==> src/rtl/sram_port_arbiter_if.sv <==
// CPU-side bus between the inst/data SRAM master ports and the shared-SRAM arbiter.
//   inst_*  : fetch request (req/addr) and response (addr_ok/data_ok/rdata)
//   data_*  : load/store request (req/wr/wstrb/addr/wdata) and response
// Modports:
//   master : CPU side, drives requests and receives handshakes and read data
//   slave  : arbiter side, receives requests and drives handshakes and read data
interface sram_port_arbiter_if #(
  parameter int unsigned ADDR_W = 32,
  parameter int unsigned DATA_W = 32
);
  logic                  inst_req;
  logic [ADDR_W-1:0]     inst_addr;
  logic                  inst_addr_ok;
  logic                  inst_data_ok;
  logic [DATA_W-1:0]     inst_rdata;

  logic                  data_req;
  logic                  data_wr;
  logic [DATA_W/8-1:0]   data_wstrb;
  logic [ADDR_W-1:0]     data_addr;
  logic [DATA_W-1:0]     data_wdata;
  logic                  data_addr_ok;
  logic                  data_data_ok;
  logic [DATA_W-1:0]     data_rdata;

  modport master (
    output inst_req, inst_addr,
    input  inst_addr_ok, inst_data_ok, inst_rdata,
    output data_req, data_wr, data_wstrb, data_addr, data_wdata,
    input  data_addr_ok, data_data_ok, data_rdata
  );

  modport slave (
    input  inst_req, inst_addr,
    output inst_addr_ok, inst_data_ok, inst_rdata,
    input  data_req, data_wr, data_wstrb, data_addr, data_wdata,
    output data_addr_ok, data_data_ok, data_rdata
  );
endinterface

==> src/rtl/sram_port_arbiter.sv <==
// Shares one single-port synchronous SRAM between the CPU fetch and load/store ports.
// One access is granted per cycle (data first, fetch forced after MAX_DATA_STREAK data grants
// while a fetch waits); the response one cycle later is steered back to the granted master.
// Ports:
//   clk, rst   : clock (rising edge) and asynchronous active-high reset
//   bus        : CPU-side req/addr_ok/data_ok bus (slave modport)
//   mem_en     : SRAM enable
//   mem_wen    : SRAM byte write enables (all zero = read)
//   mem_addr   : SRAM byte address
//   mem_wdata  : SRAM write data
//   mem_rdata  : SRAM read data, valid the cycle after a read access
module sram_port_arbiter #(
  parameter int unsigned ADDR_W          = 32,
  parameter int unsigned DATA_W          = 32,
  parameter int unsigned MAX_DATA_STREAK = 4
) (
  input  logic                  clk,
  input  logic                  rst,
  sram_port_arbiter_if.slave    bus,
  output logic                  mem_en,
  output logic [DATA_W/8-1:0]   mem_wen,
  output logic [ADDR_W-1:0]     mem_addr,
  output logic [DATA_W-1:0]     mem_wdata,
  input  logic [DATA_W-1:0]     mem_rdata
);

  localparam int unsigned StreakW = $clog2(MAX_DATA_STREAK + 1);
  localparam logic [StreakW-1:0] StreakMax = StreakW'(MAX_DATA_STREAK);

  typedef enum logic [1:0] {
    RespNone,
    RespInst,
    RespDataRd,
    RespDataWr
  } resp_e;

  resp_e               resp_src_q, resp_src_d;
  logic [StreakW-1:0]  streak_q, streak_d;
  logic                inst_starved;
  logic                data_gnt;
  logic                inst_gnt;

  // Grant: data wins unless a waiting fetch has already lost MAX_DATA_STREAK times in a row.
  // Grants are suppressed while reset is asserted so no handshake leaks out of reset.
  always_comb begin
    inst_starved = bus.inst_req && (streak_q == StreakMax);
    data_gnt     = !rst && bus.data_req && !inst_starved;
    inst_gnt     = !rst && bus.inst_req && !data_gnt;
  end

  always_comb begin
    bus.inst_addr_ok = inst_gnt;
    bus.data_addr_ok = data_gnt;
    mem_en           = data_gnt || inst_gnt;
    mem_wen          = (data_gnt && bus.data_wr) ? bus.data_wstrb : '0;
    mem_wdata        = bus.data_wdata;
    if (data_gnt) begin
      mem_addr = bus.data_addr;
    end else if (inst_gnt) begin
      mem_addr = bus.inst_addr;
    end else begin
      mem_addr = '0;
    end
  end

  // Next state: the response source simply records this cycle's grant, so the
  // arbiter accepts a new request every cycle.
  always_comb begin
    resp_src_d = RespNone;
    if (data_gnt) begin
      resp_src_d = bus.data_wr ? RespDataWr : RespDataRd;
    end else if (inst_gnt) begin
      resp_src_d = RespInst;
    end

    streak_d = '0;
    if (data_gnt && bus.inst_req) begin
      streak_d = (streak_q == StreakMax) ? streak_q : streak_q + 1'b1;
    end
  end

  always_ff @(posedge clk or posedge rst) begin
    if (rst) begin
      resp_src_q <= RespNone;
      streak_q   <= '0;
    end else begin
      resp_src_q <= resp_src_d;
      streak_q   <= streak_d;
    end
  end

  // Response steering: read data passes straight from the SRAM in the response cycle;
  // rdata outputs are held at zero whenever their data_ok is low.
  always_comb begin
    bus.inst_data_ok = (resp_src_q == RespInst);
    bus.data_data_ok = (resp_src_q == RespDataRd) || (resp_src_q == RespDataWr);
    bus.inst_rdata   = (resp_src_q == RespInst) ? mem_rdata : '0;
    bus.data_rdata   = (resp_src_q == RespDataRd) ? mem_rdata : '0;
  end

endmodule

==> src/flat_wrapper.sv <==
// flat-port wrapper written by rule: the top's interface ports become plain ports
module sram_port_arbiter_flat 
#(
  parameter int unsigned ADDR_W          = 32,
  parameter int unsigned DATA_W          = 32,
  parameter int unsigned MAX_DATA_STREAK = 4
)
  (clk, rst, mem_en, mem_wen, mem_addr, mem_wdata, mem_rdata, bus_inst_req, bus_inst_addr, bus_inst_addr_ok, bus_inst_data_ok, bus_inst_rdata, bus_data_req, bus_data_wr, bus_data_wstrb, bus_data_addr, bus_data_wdata, bus_data_addr_ok, bus_data_data_ok, bus_data_rdata);
  sram_port_arbiter_if #(.ADDR_W(ADDR_W), .DATA_W(DATA_W)) bus_i ();
  input  logic clk;
  input  logic rst;
  output logic mem_en;
  output logic [DATA_W/8-1:0] mem_wen;
  output logic [ADDR_W-1:0] mem_addr;
  output logic [DATA_W-1:0] mem_wdata;
  input  logic [DATA_W-1:0] mem_rdata;
  input wire logic [$bits(bus_i.inst_req)-1:0] bus_inst_req;
  input wire logic [$bits(bus_i.inst_addr)-1:0] bus_inst_addr;
  output wire logic [$bits(bus_i.inst_addr_ok)-1:0] bus_inst_addr_ok;
  output wire logic [$bits(bus_i.inst_data_ok)-1:0] bus_inst_data_ok;
  output wire logic [$bits(bus_i.inst_rdata)-1:0] bus_inst_rdata;
  input wire logic [$bits(bus_i.data_req)-1:0] bus_data_req;
  input wire logic [$bits(bus_i.data_wr)-1:0] bus_data_wr;
  input wire logic [$bits(bus_i.data_wstrb)-1:0] bus_data_wstrb;
  input wire logic [$bits(bus_i.data_addr)-1:0] bus_data_addr;
  input wire logic [$bits(bus_i.data_wdata)-1:0] bus_data_wdata;
  output wire logic [$bits(bus_i.data_addr_ok)-1:0] bus_data_addr_ok;
  output wire logic [$bits(bus_i.data_data_ok)-1:0] bus_data_data_ok;
  output wire logic [$bits(bus_i.data_rdata)-1:0] bus_data_rdata;
  assign bus_i.inst_req = bus_inst_req;
  assign bus_i.inst_addr = bus_inst_addr;
  assign bus_inst_addr_ok = bus_i.inst_addr_ok;
  assign bus_inst_data_ok = bus_i.inst_data_ok;
  assign bus_inst_rdata = bus_i.inst_rdata;
  assign bus_i.data_req = bus_data_req;
  assign bus_i.data_wr = bus_data_wr;
  assign bus_i.data_wstrb = bus_data_wstrb;
  assign bus_i.data_addr = bus_data_addr;
  assign bus_i.data_wdata = bus_data_wdata;
  assign bus_data_addr_ok = bus_i.data_addr_ok;
  assign bus_data_data_ok = bus_i.data_data_ok;
  assign bus_data_rdata = bus_i.data_rdata;
  sram_port_arbiter #(.ADDR_W(ADDR_W), .DATA_W(DATA_W), .MAX_DATA_STREAK(MAX_DATA_STREAK)) u_core (.clk(clk), .rst(rst), .bus(bus_i), .mem_en(mem_en), .mem_wen(mem_wen), .mem_addr(mem_addr), .mem_wdata(mem_wdata), .mem_rdata(mem_rdata));
endmodule
==> config.mk <==
export PLATFORM = sky130hd
export DESIGN_NAME = sram_port_arbiter_flat
export DESIGN_NICKNAME = d
export VERILOG_FILES = /design/src/rtl/sram_port_arbiter_if.sv /design/src/rtl/sram_port_arbiter.sv /design/src/flat_wrapper.sv
export SDC_FILE = /design/constraint.sdc
export NUM_CORES = 1
export LEC_CHECK = 0
export BUFFER_PORTS_ARGS = -buffer_cell sky130_fd_sc_hd__buf_2
export CAP_MARGIN = 20
export CORE_AREA = 3 3 104 106
export DETAILED_ROUTE_END_ITERATION = 16
export DIE_AREA = 0 0 107 109
export PLACE_DENSITY = 0.46
export SLEW_MARGIN = 20
export SYNTH_ARGS = -nofsm -noshare
export SYNTH_HDL_FRONTEND = slang
export SYNTH_SLANG_ARGS = --single-unit
==> constraint.sdc <==
create_clock -name clk -period 1.9 [get_ports clk]
set_input_delay 0.38 -clock clk [delete_from_list [all_inputs] [get_ports clk]]
set_output_delay 0.38 -clock clk [all_outputs]
set_load 0.05 [all_outputs]
==> results of run 1 <==
per-stage QoR:
step	cells	setup WS (ns)	util, %
floorplan	171	-0.006549	-
global placement	474	0.005070	23.21
detailed placement	474	-0.04638	23.21
CTS	485	-0.1689	28.67
global route	491	-0.2347	30.09
finish	491	-0.1722	30.09
worst max-delay path, cell delays in order (launching register included):
cell,delay (ns)
sky130_fd_sc_hd__dfrtp_1,0.35
sky130_fd_sc_hd__inv_2,0.06
sky130_fd_sc_hd__ha_4,0.16
sky130_fd_sc_hd__nand3_2,0.07
sky130_fd_sc_hd__and3_4,0.33
sky130_fd_sc_hd__buf_16,0.16
sky130_fd_sc_hd__a22o_1,0.17
sky130_fd_sc_hd__buf_6,0.17
layer usage:
layer / global-route usage [%] / wire length [um] / vias up
met5: 0 / 0 / -
met4: 1.279 / 8 / 0
met3: 3.552 / 911 / 2
met2: 20.05 / 3726 / 178
met1: 8.890 / 2298 / 862
li1: - / - / 917
area by class of cell:
cell class,count,area (um^2)
Multi-Input combinational cell,116,935.9
Fill cell,1037,6897
Inverter,3,11.26
Sequential cell,5,125.1
Tap cell,133,166.4
Timing Repair Buffer,230,1684
Clock buffer,4,45.04
path summary, 6_finish.rpt:
check	slack, ns	cells past startpoint	startpoint	endpoint
worst max-delay path	-0.17	7	u_core.streak_q[0]$_DFFE_PP0P_	mem_addr[12]
worst min-delay path	0.17	3	rst	u_core.streak_q[2]$_DFFE_PP0P_
worst max register to register	0.44	7	u_core.streak_q[0]$_DFFE_PP0P_	u_core.resp_src_q[0]$_DFF_PP0_
worst min register to register	0.59	2	u_core.streak_q[0]$_DFFE_PP0P_	u_core.streak_q[0]$_DFFE_PP0P_
max in group asynchronous	1.62	3	rst	u_core.streak_q[1]$_DFFE_PP0P_
min in group clk	0.46	2	bus_data_wr	u_core.resp_src_q[0]$_DFF_PP0_
cells by family (layout without fill, tap and decap cells):
group / Yosys count / in the layout / synth area share [%]
buffers and inverters: 50 / 237 / 27.06
AND/OR/NAND/NOR: 79 / 79 / 37.63
XOR/XNOR: 1 / 1 / 0.6791
flip-flops: 5 / 5 / 9.699
adder cells (fa/ha/maj): 2 / 2 / 1.940
AO/OA/AOI/OAI: 34 / 34 / 22.99
registers in the layout (all words and copies together), names as in the netlist:
register / flops
u_core.streak_q: 3
u_core.resp_src_q: 2
where the power goes:
group / internal, mW / leakage, nW / switching (mW)
logic: 0.348 / 1.61 / 0.557
clock network: 0.144 / 0.0228 / 0.0540
registers: 0.111 / 0.0673 / 0.00202
repair_timing:
action / in CTS / in global routing
setup buffers: 3 / 3
hold endpoints to repair: 0 / 0
pin swaps: 36 / 5
gates cloned: 4 / 3
setup endpoints to repair: 38 / 38
resized for setup: 111 / 9
Yosys cell counts (all sizes together):
| cell type | number |
|---|---|
| a22o | 32 |
| and2 | 64 |
| nand3 | 1 |
| nand2 | 1 |
| inv | 3 |
| nor2b | 2 |
| a21o | 1 |
| ha | 2 |
| clkbuf | 7 |
| and3 | 8 |
| a21oi | 1 |
| xor2 | 1 |
| nor2 | 2 |
| nand2b | 1 |
| dfrtp | 5 |
| buf | 40 |
==> impl_metrics.csv, run 1 <==
group,metric,value,unit
status,status,"complete, but fails checks",
status,violated_checks,"setup timing",
pwr,total_leakage_power,1.704,nW
synthesis,synth_area_per_cell,7.544,um^2
final_layout,syn_to_final_growth,130.1,%
drt,route.detailed.wl_per_inst,14.14,um
placed_design,buffer_ports.inserted,209,
synthesis,synth_top_area_cell,"sky130_fd_sc_hd__and2_1",
final_layout,fin_nets,498,
synthesis,post_syn_instances,171,
worst_setup_path,cp.arrival,1.69,ns
sta,finalMaxSlewViolations,0,
worst_setup_path,worstSetupPathType,"flip-flop to output pin",
pwr,totalPowerFinal,1.216,mW
drt,detail_route.wirelength,6944,um
floorplanning,die-area,0.01166,mm^2
clock_network,hold_buffers,0,
sta,finalSetupViolCount,37,
sta,max_freq,482.6,MHz
pwr,irDropWorstVdd,0.0002152,V
sta,hold_violations,0,
global_routing,grt_pass1_wl,9011,um
sta,timing.max_slew.rel_slack,82.52,%
placed_design,placement.cell_area,0.002290,mm^2
drt,drtAntennaViolNets,0,
drt,vias_per_cell,3.990,
job,cap_violations,0,
sta,min_period,2.072,ns
sta,worst_slack,-0.1722,ns
final_layout,n_antenna_cell,0,
clock_network,clockBufferDepth,2,
synthesis,synth.area.top_cells,"sky130_fd_sc_hd__and2_1 (31%), sky130_fd_sc_hd__a22o_1 (22%), sky130_fd_sc_hd__buf_4 (19%), sky130_fd_sc_hd__dfrtp_1 (9.7%), sky130_fd_sc_hd__buf_6 (4.4%)",
sta,worst_case_clock_skew,0.002357,ns
synthesis,synthesized_net_count,310,
worst_setup_path,timing.critical_path.fanout_max,7,
hold_path,worst_hold_path_type,"primary input to asynchronous set/reset pin",
final_layout,most-common-layout-cells,"sky130_fd_sc_hd__buf_2 (171), sky130_fd_sc_hd__and2_1 (64), sky130_fd_sc_hd__buf_6 (28)",
placed_design,place.detailed.hpwl,5009,um
floorplanning,floorplan.die.height,109,um
sta,setup_tns,-5.426,ns
synthesis,yosys.cell_types.count,18,
sta,grt_setup_unrepaired,"true",
sta,layout_worst_path_cycle_share,109.1,%
floorplanning,floorplan.initialDensity,13.08,%
global_routing,vias_in_the_first_global_route,1980,
final_layout,final_instance_area,0.002968,mm^2
floorplanning,rows,36,
worst_setup_path,worst_setup_path_end_kind,"output pin",
worst_setup_path,timing.critical_path.from_type,"flip-flop",
floorplanning,die-width,107,um
final_layout,commonest_non_fill_non_tap_cell_in_the_layout,"sky130_fd_sc_hd__buf_2",
drt,route.vias.total,1959,
pwr,power_per_cell_area,409.6,mW/mm^2
global_routing,largest_net_degree_at_the_start_of_global_routing,34,
placed_design,gp_routability_congestion,0.7247,
clock_network,clk_pin_slew_worst_paths,0.04,ns
synthesis,ys_seq_area_share,9.699,%
drt,post-route-drc-count,0,
clock_network,clkSinkCount,5,
clock_network,tritoncts,"built",
sta,worst_hold_slack,0.1680,ns
final_layout,fraction_of_final_layout_cells_with_drive_strength_greater_than_1,70.11,%
drt,first_pass_iters,4,
floorplanning,floorplan.core_area,0.009864,mm^2
global_routing,gr-usage-all-layers,9.573,%
sta,actual_transition_at_the_worst_max_transition_pin,0.2640,ns
synthesis,syn-cell-area,0.001290,mm^2
clock_network,cts.root.buffer_cell,"sky130_fd_sc_hd__clkbuf_8",
worst_setup_path,required,1.52,ns
drt,drt_iter0_drc,74,
global_routing,grt_overflow_total,0,
global_routing,number_of_antenna_violations_at_the_first_check_in_global_routing,0,
synthesis,ys_warn_count,0,
synthesis,synth_top_cell_area_share,31.04,%
clock_network,clock_latency,0.22,ns
floorplanning,count_of_pins_on_the_block_boundary,274,
clock_network,cts_inserted_buffers,3,
clock_network,cts_htree_levels,1,
synthesis,synth.ff_latch_count,5,
(Power assumes the default switching activity.)
==> run 2, diff against run 1 <==
--- a/config.mk
+++ b/config.mk
@@ -5,12 +5,13 @@
 export SDC_FILE = /design/constraint.sdc
 export NUM_CORES = 1
 export LEC_CHECK = 0
+export ABC_AREA = 1
 export BUFFER_PORTS_ARGS = -buffer_cell sky130_fd_sc_hd__buf_2
 export CAP_MARGIN = 20
 export CORE_AREA = 3 3 104 106
 export DETAILED_ROUTE_END_ITERATION = 16
 export DIE_AREA = 0 0 107 109
-export PLACE_DENSITY = 0.46
+export PLACE_DENSITY = 0.53
 export SLEW_MARGIN = 20
 export SYNTH_ARGS = -nofsm -noshare
 export SYNTH_HDL_FRONTEND = slang
==> constraint.sdc (replaced) <==
create_clock -name clk -period 2 [get_ports clk]
set_input_delay 0.4 -clock clk [delete_from_list [all_inputs] [get_ports clk]]
set_output_delay 0.4 -clock clk [all_outputs]
set_load 0.05 [all_outputs]
==> run 2 against run 1 <==
The run now ends clean. Sequential share of layout area is 0.22 points lower. Area after synthesis up 15%. Register-to-register slack better by 0.27 ns. Sequential power fell by 4%. Sequential cell count unchanged. Largest power group unchanged.
==> impl_metrics.csv, run 2 <==
group,metric,value,unit
status,status,"completed",
worst_setup_path,cpMaxStageDelayCell,"sky130_fd_sc_hd__dfrtp_1",
global_routing,number_of_antenna_violations_at_the_first_check_in_global_routing,0,
synthesis,synth.area.top_cells,"sky130_fd_sc_hd__nand3_1 (20%), sky130_fd_sc_hd__nor2_1 (18%), sky130_fd_sc_hd__buf_4 (17%), sky130_fd_sc_hd__inv_1 (11%), sky130_fd_sc_hd__nand2_1 (9.3%)",
synthesis,synth_enable_flop_cells,0,
floorplanning,floorplan.initialDensity,15.09,%
final_layout,commonest_non_fill_non_tap_cell_in_the_layout,"sky130_fd_sc_hd__buf_2",
synthesis,netlist_top_cells_count,"sky130_fd_sc_hd__nor2_1 (72), sky130_fd_sc_hd__nand3_1 (60), sky130_fd_sc_hd__inv_1 (44)",
worst_setup_path,required,1.60,ns
pwr,power.share.clock,15.4,%
global_routing,largest_net_degree_at_the_start_of_global_routing,34,
clock_network,hold_buffers,0,
drt,route.detailed.wl_per_inst,12.50,um
sta,actual_transition_at_the_worst_max_transition_pin,0.3418,ns
clock_network,clockBufferDepth,2,
final_layout,registers.top_by_ff_count,"u_core.streak_q",
synthesis,yosys.cell_types.count,16,
clock_network,clk_pin_slew_worst_paths,0.04,ns
global_routing,grt_overflow_total,0,
worst_setup_path,timing.critical_path.fanout_max,7,
worst_setup_path,timing.critical_path.from_type,"flip-flop",
clock_network,tritoncts,"built",
final_layout,syn_to_final_growth,110.2,%
pwr,power.share.combinational,75.7,%
sta,layout_worst_path_cycle_share,97.95,%
sta,hold_violations,0,
final_layout,fin_nets,606,
sta,finalMaxSlewViolations,0,
global_routing,vias_in_the_first_global_route,2163,
final_layout,fraction_of_final_layout_cells_with_drive_strength_greater_than_1,62.45,%
synthesis,post_syn_instances,283,
pwr,internal_power,529.8,uW
worst_setup_path,cp.arrival,1.56,ns
synthesis,syn-cell-area,0.001489,mm^2
job,cap_violations,0,
worst_setup_path,worstSetupPathType,"flip-flop to output pin",
sta,timing.max_slew.rel_slack,77.21,%
hold_path,worst_hold_path_type,"primary input to asynchronous set/reset pin",
pwr,power_per_cell_area,388.5,mW/mm^2
pwr,totalPowerFinal,1.216,mW
sta,worst_case_clock_skew,0.0004935,ns
drt,drt_iter0_drc,146,
placed_design,place_ws,0.06391,ns
drt,vias_per_cell,4.114,
worst_setup_path,worst_path_dominant_cell_family,"buffers and inverters",
synthesis,synth_top_cell_area_share,20.17,%
worst_setup_path,cp_slowest_stage_delay,0.37,ns
clock_network,clkSinkCount,5,
final_layout,most-common-layout-cells,"sky130_fd_sc_hd__buf_2 (171), sky130_fd_sc_hd__nand3_1 (48), sky130_fd_sc_hd__inv_1 (43)",
placed_design,placement.cell_area,0.002556,mm^2
drt,first_pass_iters,4,
synthesis,synthesized_net_count,422,
sta,grt_setup_unrepaired,"true",
sta,min_period,1.959,ns
clock_network,clock_latency,0.22,ns
drt,detail_route.wirelength,7490,um
pwr,total_leakage_power,1.943,nW
clock_network,cts_htree_levels,1,
final_layout,largest_register_ff_count,3,
clock_network,cts.root.buffer_cell,"sky130_fd_sc_hd__clkbuf_8",
pwr,switching_share,56.42,%
global_routing,gr-usage-all-layers,10.48,%
sta,setup_tns,0,ns
synthesis,synth_top_area_cell,"sky130_fd_sc_hd__nand3_1",
pwr,p_switching,685.9,uW
final_layout,fin_cells,599,
drt,drtAntennaViolNets,0,
placed_design,gp_routability_congestion,0.7383,
synthesis,synth-async-reset-ratio,100.0,%
final_layout,n_antenna_cell,0,
synthesis,synth.ff_latch_count,5,
synthesis,ys_seq_area_share,8.403,%
placed_design,buffer_ports.inserted,209,
final_layout,final_instance_area,0.003129,mm^2
floorplanning,die-width,107,um
synthesis,ys.flop_type,"sky130_fd_sc_hd__dfrtp_1",
synthesis,synth_area_per_cell,5.261,um^2
floorplanning,floorplan.die.height,109,um
worst_setup_path,crit_path_cell_chain,"inv_1 > ha_4 > nand3_4 > buf_12 > buf_16 > nand3_1 > nand2_1 > buf_6",
clock_network,cts_inserted_buffers,3,
sta,max_freq,510.5,MHz
placed_design,place.detailed.hpwl,5433,um
floorplanning,rows,36,
floorplanning,count_of_pins_on_the_block_boundary,274,
sta,finalSetupViolCount,0,
drt,route.vias.total,2464,
pwr,irDropWorstVdd,0.0001908,V
sta,worst_slack,0.04097,ns
placed_design,dp.cells,582,
drt,post-route-drc-count,0,
global_routing,grt_pass1_wl,10020,um
synthesis,ys_warn_count,0,
floorplanning,die-area,0.01166,mm^2
synthesis,synth.most_common_cell,"sky130_fd_sc_hd__nor2_1",
worst_setup_path,worst_setup_path_end_kind,"output pin",
final_layout,layout_top_registers,"u_core.streak_q x3, u_core.resp_src_q x2",
pwr,seq_power_share,8.9,%
floorplanning,floorplan.core_area,0.009864,mm^2
worst_setup_path,crit_buf_inv,4,
-- run 2: cells by family (layout without fill, tap and decap cells) --
logic type | Yosys count | count (layout) | share of synthesized area [%]
buffers and inverters | 97 | 275 | 35.46
XOR/XNOR | 1 | 1 | 0.5883
flip-flops | 5 | 5 | 8.403
AND/OR/NAND/NOR | 178 | 183 | 53.87
adder cells (fa/ha/maj) | 2 | 2 | 1.680
-- run 2: worst paths after layout --
| path | from | slack [ns] | end | cells past startpoint |
|---|---|---|---|---|
| setup / recovery | u_core.streak_q[1]$_DFFE_PP0P_ | 0.04 | mem_addr[19] | 8 |
| hold / removal | rst | 0.17 | u_core.resp_src_q[1]$_DFF_PP0_ | 3 |
| setup reg to reg | u_core.streak_q[1]$_DFFE_PP0P_ | 0.71 | u_core.streak_q[0]$_DFFE_PP0P_ | 7 |
| hold reg to reg | u_core.streak_q[0]$_DFFE_PP0P_ | 0.48 | u_core.streak_q[0]$_DFFE_PP0P_ | 1 |
| max in group asynchronous | rst | 1.73 | u_core.resp_src_q[0]$_DFF_PP0_ | 3 |
| min in group clk | u_core.streak_q[0]$_DFFE_PP0P_ | 0.48 | u_core.streak_q[0]$_DFFE_PP0P_ | 1 |
-- run 2: repair_timing --
action,CTS,global route
pin swaps,4,15
gates cloned,4,3
setup endpoints to repair,36,39
gates resized for setup,56,42
buffers inserted,6,0
-- run 2: worst min-delay path, delay by kind of cell --
kind	cells	cell delay, ns
buf+inv	3	0.31
-- run 2: power by group through the flow --
| stage | sequential [mW] | clock, mW | combinational [mW] |
|---|---|---|---|
| after global routing | 0.109 | 0.201 | 0.970 |
| final | 0.108 | 0.187 | 0.920 |
| after global placement | 0.109 | 0 | 0.819 |
| after CTS | 0.108 | 0.193 | 0.888 |
| after floorplan | 0.109 | 0 | 0.745 |
| after detailed placement | 0.110 | 0 | 0.823 |
-- run 2: area by class of cell --
| class | count | area [um^2] |
|---|---|---|
| tap | 133 | 166.4 |
| multi-input combinational | 186 | 1104 |
| clock buffer | 4 | 45.04 |
| timing repair buffer | 225 | 1516 |
| inverter | 46 | 172.7 |
| sequential | 5 | 125.1 |
| fill | 1040 | 6735 |
-- run 2: through the flow --
step	utilization (%)	hold slack, ns
after floorplan	-	0.1555
after global placement	25.91	0.4030
after detailed placement	25.91	0.4012
after CTS	29.53	0.1660
after global routing	31.72	0.1796
final	31.72	0.1665
-- run 2: routing by layer --
layer / up-vias / GRT usage (%) / share of wire, %
met5: - / 0 / 0
met4: 0 / 2.009 / 1.4
met3: 8 / 3.434 / 13
met2: 201 / 20.14 / 51
met1: 1062 / 11.20 / 35
li1: 1193 / - / -
